## config.mk

```make
export PLATFORM = sky130hd
export DESIGN_NAME = instr_fetch
export DESIGN_NICKNAME = d
export VERILOG_FILES = /design/src/rtl/mips_pkg.sv /design/src/rtl/if_pc_reg.sv /design/src/rtl/instr_fetch.sv
export SDC_FILE = /design/constraint.sdc
export NUM_CORES = 1
export LEC_CHECK = 0
export ABC_AREA = 1
export ABC_CLOCK_PERIOD_IN_PS = 2400
export CAP_MARGIN = 5
export CORE_MARGIN = 2
export CORE_UTILIZATION = 53
export CTS_CLUSTER_SIZE = 12
export DETAILED_ROUTE_END_ITERATION = 12
export PLACE_DENSITY = 0.8
export SKIP_CTS_REPAIR_TIMING = 1
export SLEW_MARGIN = 20
export SYNTH_ARGS = -nofsm -noshare
export SYNTH_HDL_FRONTEND = slang
export SYNTH_SLANG_ARGS = --single-unit
```

## constraint.sdc

```tcl
create_clock -name clk -period 2.4 [get_ports clk]
set_input_delay 0.48 -clock clk [delete_from_list [all_inputs] [get_ports clk]]
set_output_delay 0.48 -clock clk [all_outputs]
set_load 0.005 [all_outputs]
```

## src/rtl/mips_pkg.sv

```systemverilog
// Shared MIPS front-end types and constants (fetch stage and main decode controller).
// Pure declarations: no logic, no latency.
// Fetch state encodings are plain localparams so legacy controller code can compare them directly.
package mips_pkg;

  localparam int OPCODE_W = 6;
  localparam int INSTR_W  = 32;

  localparam logic [INSTR_W-1:0] NOP              = 32'h0000_0000;
  localparam logic [31:0]        DEFAULT_RESET_PC = 32'h0000_0000;

  typedef logic [1:0] fetch_state_t;
  localparam fetch_state_t IF_IDLE = 2'd0;
  localparam fetch_state_t IF_REQ  = 2'd1;
  localparam fetch_state_t IF_HOLD = 2'd2;

  function automatic logic [OPCODE_W-1:0] opcode_of(input logic [INSTR_W-1:0] instr);
    return instr[INSTR_W-1 -: OPCODE_W];
  endfunction

endpackage

```

## src/rtl/if_pc_reg.sv

```systemverilog
// Program counter: reset load, +4 advance, redirect load (load wins over advance).
// Latency: new PC visible one cycle after load/inc.
// Backpressure: none; the caller only asserts inc when a word is accepted.
module if_pc_reg #(
  parameter int                ADDR_W   = 32,
  parameter logic [ADDR_W-1:0] RESET_PC = '0
) (
  input  logic              clk,
  input  logic              rst_n,
  input  logic              inc,
  input  logic              load,
  input  logic [ADDR_W-1:0] load_pc,
  output logic [ADDR_W-1:0] pc
);

  always_ff @(posedge clk) begin
    if (!rst_n)    pc <= RESET_PC;
    else if (load) pc <= load_pc;
    else if (inc)  pc <= pc + ADDR_W'(4);
  end

endmodule

```

## src/rtl/instr_fetch.sv

```systemverilog
// Fetch stage: owns the PC, one imem request in flight, presents instr/opcode/pc+4 to decode.
// Latency: 1 instr/cycle with zero-wait memory; id_* registered on the response edge.
// Backpressure: stall holds id_*, one word parks in a hold buffer; IF_DELAY_SLOT_EN keeps it across redirects.
module instr_fetch
  import mips_pkg::*;
#(
  parameter int                ADDR_W   = 32,
  parameter logic [ADDR_W-1:0] RESET_PC = ADDR_W'(DEFAULT_RESET_PC)
) (
  input  logic                clk,
  input  logic                rst_n,
  output logic                imem_req,
  output logic [ADDR_W-1:0]   imem_addr,
  input  logic                imem_rvalid,
  input  logic [INSTR_W-1:0]  imem_rdata,
  input  logic                redirect_valid,
  input  logic [ADDR_W-1:0]   redirect_pc,
  input  logic                stall,
  output logic                id_valid,
  output logic [INSTR_W-1:0]  id_instr,
  output logic [OPCODE_W-1:0] id_opcode,
  output logic [ADDR_W-1:0]   id_pc4
);

  fetch_state_t       state;
  logic [ADDR_W-1:0]  pc;
  logic               alt_vld;   // in-flight request is for alt_addr, pc already redirected
  logic [ADDR_W-1:0]  alt_addr;
  logic [ADDR_W-1:0]  cur_addr;
  logic [ADDR_W-1:0]  word_pc4;
  logic [INSTR_W-1:0] hold_instr;
  logic [ADDR_W-1:0]  hold_pc4;
  logic               deliver;
  logic               pc_inc;

  assign cur_addr  = alt_vld ? alt_addr : pc;
  assign word_pc4  = cur_addr + ADDR_W'(4);
  assign imem_req  = (state == IF_REQ);
  assign imem_addr = cur_addr;
  assign id_opcode = opcode_of(id_instr);

`ifdef IF_DELAY_SLOT_EN
  assign deliver = (state == IF_REQ) && imem_rvalid;
`else
  // alt_vld doubles as the drop flag: the stale response is swallowed
  assign deliver = (state == IF_REQ) && imem_rvalid && !alt_vld && !redirect_valid;
`endif
  assign pc_inc  = deliver && !alt_vld;

  if_pc_reg #(.ADDR_W(ADDR_W), .RESET_PC(RESET_PC)) u_pc (
    .clk     (clk),
    .rst_n   (rst_n),
    .inc     (pc_inc),
    .load    (redirect_valid),
    .load_pc (redirect_pc & ~ADDR_W'(3)),
    .pc      (pc)
  );

  always_ff @(posedge clk) begin
    if (!rst_n) begin
      state      <= IF_IDLE;
      alt_vld    <= 1'b0;
      alt_addr   <= '0;
      id_valid   <= 1'b0;
      id_instr   <= NOP;
      id_pc4     <= '0;
      hold_instr <= NOP;
      hold_pc4   <= '0;
    end else begin
      if (state == IF_REQ && imem_rvalid) begin
        alt_vld <= 1'b0;
      end else if (state == IF_REQ && redirect_valid && !alt_vld) begin
        alt_vld  <= 1'b1;
        alt_addr <= pc;
      end

      case (state)
        IF_IDLE: state <= IF_REQ;
        IF_REQ: begin
          if (deliver) begin
            if (!stall || !id_valid) begin
              id_instr <= imem_rdata;
              id_pc4   <= word_pc4;
              id_valid <= 1'b1;
            end else begin
              hold_instr <= imem_rdata;
              hold_pc4   <= word_pc4;
              state      <= IF_HOLD;
            end
          end else if (!stall) begin
            id_valid <= 1'b0;
          end
        end
        IF_HOLD: begin
          if (!stall) begin
            id_instr <= hold_instr;
            id_pc4   <= hold_pc4;
            id_valid <= 1'b1;
            state    <= IF_REQ;
          end
        end
        default: state <= IF_IDLE;
      endcase

`ifndef IF_DELAY_SLOT_EN
      if (redirect_valid) begin
        id_valid   <= 1'b0;
        id_instr   <= NOP;
        hold_instr <= NOP;
        if (state == IF_HOLD) state <= IF_REQ;
      end
`endif
    end
  end

endmodule

```

==> summary.md <==
| Metric | Value |
|---|---|
| Run status | completed |
| CTS max path bufs | 2 |
| First-pass GRT wire length | 44.6 mm |
| Slew margin rel. | 50.0% |
| Setup CP Type | flip-flop to output port |
| Clk network pwr share | 36.0% |
| Largest family of logic cells by synthesized area | simple AND/OR/NAND/NOR gates |
| Port bufs | 166 |
| Fin crit share | 99.8% |
| Slew Limit Fails | 0 |
| Fmax | 418 MHz |
| Net load switching power | 2.02 mW |
| Initial Utilization | 54.4% |
| Switching Fraction | 27.8% |
| Post-synth ARST share | 0% |
| Final setup viols | 0 |
| Core ar. | 18100 µm² |
| Pre-antenna DRT Iters | 5 |
| Mapped cell area | 9830 µm² |
| Die area | 19700 µm² |
| Worst Tran Pin Value | 0.749 ns |
| IR drop worst, VDD | 546 µV |
| PwrDens | 593 nW/µm² |
| Post-synthesis sequential area ratio | 38.3% |
| Final instance area | 12200 µm² |
| Layout area overhead | 24.3% |
| Comb power frac | 17.1% |
| Fin util | 67.5% |
| Gp weighted congestion | 0.917 |
| CP Cell Sequence | clkinv_8 > or2_2 > o21ai_2 > inv_1 > clkdlybuf4s50_1 |
| Post-synthesis cell count | 1427 |
| Xor/xnor share of the synthesized area | 0.802% |
| Fin crit period | 2.40 ns |
| 1st-iter DRT viols | 918 |
| Maxcap violations | 0 |
| Most common cell after layout, fill and taps aside | nand2_1 |
| Leak | 4.79 nW |
| HPWL Detailed | 19.2 mm |
| Total CTS buffers | 17 |
| EDFF count, synth | 0 |
| CTS sink cnt | 188 |
| P_int | 5.23 mW |
| Avg Cell Area, Syn | 6.89 µm² |
| Inst Count DP | 1765 |
| Adder-Cell Fraction of Synth Area | 0.764% |
| Worst-Skew Late Latency | 0.44 ns |
| Non-filler cells in the finished layout | 1797 |
| Layout cells sized above 1 | 10.4% |
| Initial antenna violation count | 1 |
| CTS tree | yes |
| Worst Path Max Fanout | 11 |
| Compound-gate portion of the synthesized area | 20.3% |
| Reg-to-reg endpoint | hold_pc4[14]$_SDFFE_PN0P_ |
| Synth unique cells | 52 |
| Setup repair after global routing missed its margin | true |
| DR WL/cell | 15.5 µm |
| Via/cell ratio | 5.51 |
| Reg2Reg Depth | 12 |
| Max incr delay on CP | 0.45 ns |
| Tot Pwr | 7.25 mW |
| Slowest CP cell | dfxtp_4 |
| Worst Path Arrival | 1.92 ns |
| Yosys reg bits | 188 |
| Via count | 9893 |
| DP Worst Slack | 0.0899 ns |
| WL final | 27.8 mm |
| Worst reg2reg path startpoint | u_pc.pc[2]$_SDFFE_PN0P_ |
| Ys Warns | 0 |
| Pin count of the biggest net entering global routing | 66 |
| Chip height | 140 µm |
| DP Area | 11600 µm² |
| Worst Skew | 0.00872 ns |
| Min-delay worst type | flip-flop to flip-flop |
| CP endpoint kind | output port |
| Startpoint Class | flip-flop |
| Post-Synth Simple-Gate Area | 31.0% |
| Final Hold Fails | 0 |
| Cell row count | 49 |
| DR DRC count | 0 |
| Most frequent cells in the layout | 384 x nand2_1, 186 x dfxtp_1, 164 x clkdlybuf4s50_1 |
| Setup tns final | 0 ns |
| Total track usage | 27.9% |
| Final setup margin | 0.00495 ns |
| Hold Path Depth | 2 |
| CP startpoint | alt_vld$_SDFFE_PP0P_ |
| Vias in the first global route | 8678 |
| Root Buffer | clkbuf_16 |
| Die Width | 140 µm |
| R2R setup slack | 0.31 ns |
| Total gr overflow | 0 |
| Crit path to | imem_addr[31] |
| Clock-pin transition on the worst setup and hold timing paths | 0.07 ns |
| Top_reg_cell synth | dfxtp_1 |
| Worst Path Required | 1.92 ns |
| CTS H-tree lvls | 4 |
| Filler instances | 1584 |
| Sequential Power Share | 46.9% |
| Ports | 173 |
| Nets | 1631 |
| Hold Slack | 0.465 ns |
| Multiplexer area fraction after synthesis | 0% |
| Antenna-violating nets left | 0 |
-- state kept, by name, summed over array words and instances (netlist names) --
name / count
hold_pc4: 30
state: 2
u_pc.pc: 30
id_pc4: 30
alt_vld: 1
alt_addr: 30
id_valid: 1
hold_instr: 32
id_instr: 32
-- synth_stat cells, types with 4 or more instances --
cell type  count  area, µm²
ha_1           6       75.1
nor2_1       103        387
o211ai_1      10       75.1
buf_4         12       90.1
nand2_4       13        146
buf_6          5       56.3
clkbuf_1      39        146
o21ai_0      117        586
or2_2          7       43.8
xor2_1         5       43.8
a21oi_1      150        751
nand3b_1       4       30.0
o21bai_1      12       90.1
nor2_4        10        113
a31oi_1       28        175
xnor2_1        4       35.0
dfxtp_1      188       3760
nand3_1       72        360
nand2_1      385       1450
nand2_2       46        288
nor2_2         8       50.1
buf_2         32        160
nor3_1        15       75.1
inv_1         93        349
a311oi_1       9       78.8
o21a_1        10       75.1
nand4_1        5       31.3
-- worst max-delay path, delay by kind of cell, from the launching register on --
kind                   cells  cell delay [ns]
flip-flops                 1             0.45
buffers and inverters      3             0.66
AND/OR/NAND/NOR            1             0.29
AO/OA/AOI/OAI              1             0.08
-- logic make-up after synthesis --
family | Yosys count
and+or+nand+nor | 676
other | 1
adders and majority gates | 6
buffers and inverters | 190
DFF | 188
AOI/OAI and AO/OA | 357
xor gates and xnor gates | 9
-- final cells by class --
type	count	area [µm²]	area share, %
sequential	188	3770	30.8
multi-input combinational	1052	5230	42.8
inverter	98	380	3.11
timing repair buffer	199	2020	16.6
clock buffer	22	464	3.80
clock inverter	8	62.6	0.512
antenna	1	2.50	0.0205
tap	229	287	2.35
-- power groups by stage --
stage          Clock, mW  Sequential (mW)  Combinational (mW)
6_report            2.61             3.40                1.24
5_1_grt             2.75             3.41                1.35
4_1_cts             2.62             3.39                1.23
3_5_place_dp           0             3.46                1.22
3_3_place_gp           0             3.46                1.20
2_1_floorplan          0             3.44               0.656
-- how the worst min path moves through the flow --
stage / endpoint / startpoint
after CTS: hold_instr[3]$_SDFFE_PP0P_ / hold_instr[3]$_SDFFE_PP0P_
final: hold_instr[17]$_SDFFE_PP0P_ / hold_instr[17]$_SDFFE_PP0P_
after floorplan: hold_instr[0]$_SDFFE_PP0P_ / hold_instr[0]$_SDFFE_PP0P_
after global placement: hold_instr[31]$_SDFFE_PP0P_ / hold_instr[31]$_SDFFE_PP0P_
after detailed placement: hold_instr[2]$_SDFFE_PP0P_ / hold_instr[2]$_SDFFE_PP0P_
after global routing: hold_instr[6]$_SDFFE_PP0P_ / hold_instr[6]$_SDFFE_PP0P_
-- metal layers --
metal | vias up | GRT usage (%) | share of wire, %
met5 | - | 0 | 0
met4 | 0 | 7.18 | 1.5
met3 | 36 | 4.38 | 7.3
met2 | 400 | 42.9 | 45
met1 | 4511 | 41.0 | 46
li1 | 4946 | - | -
(Power assumes the default switching activity.)
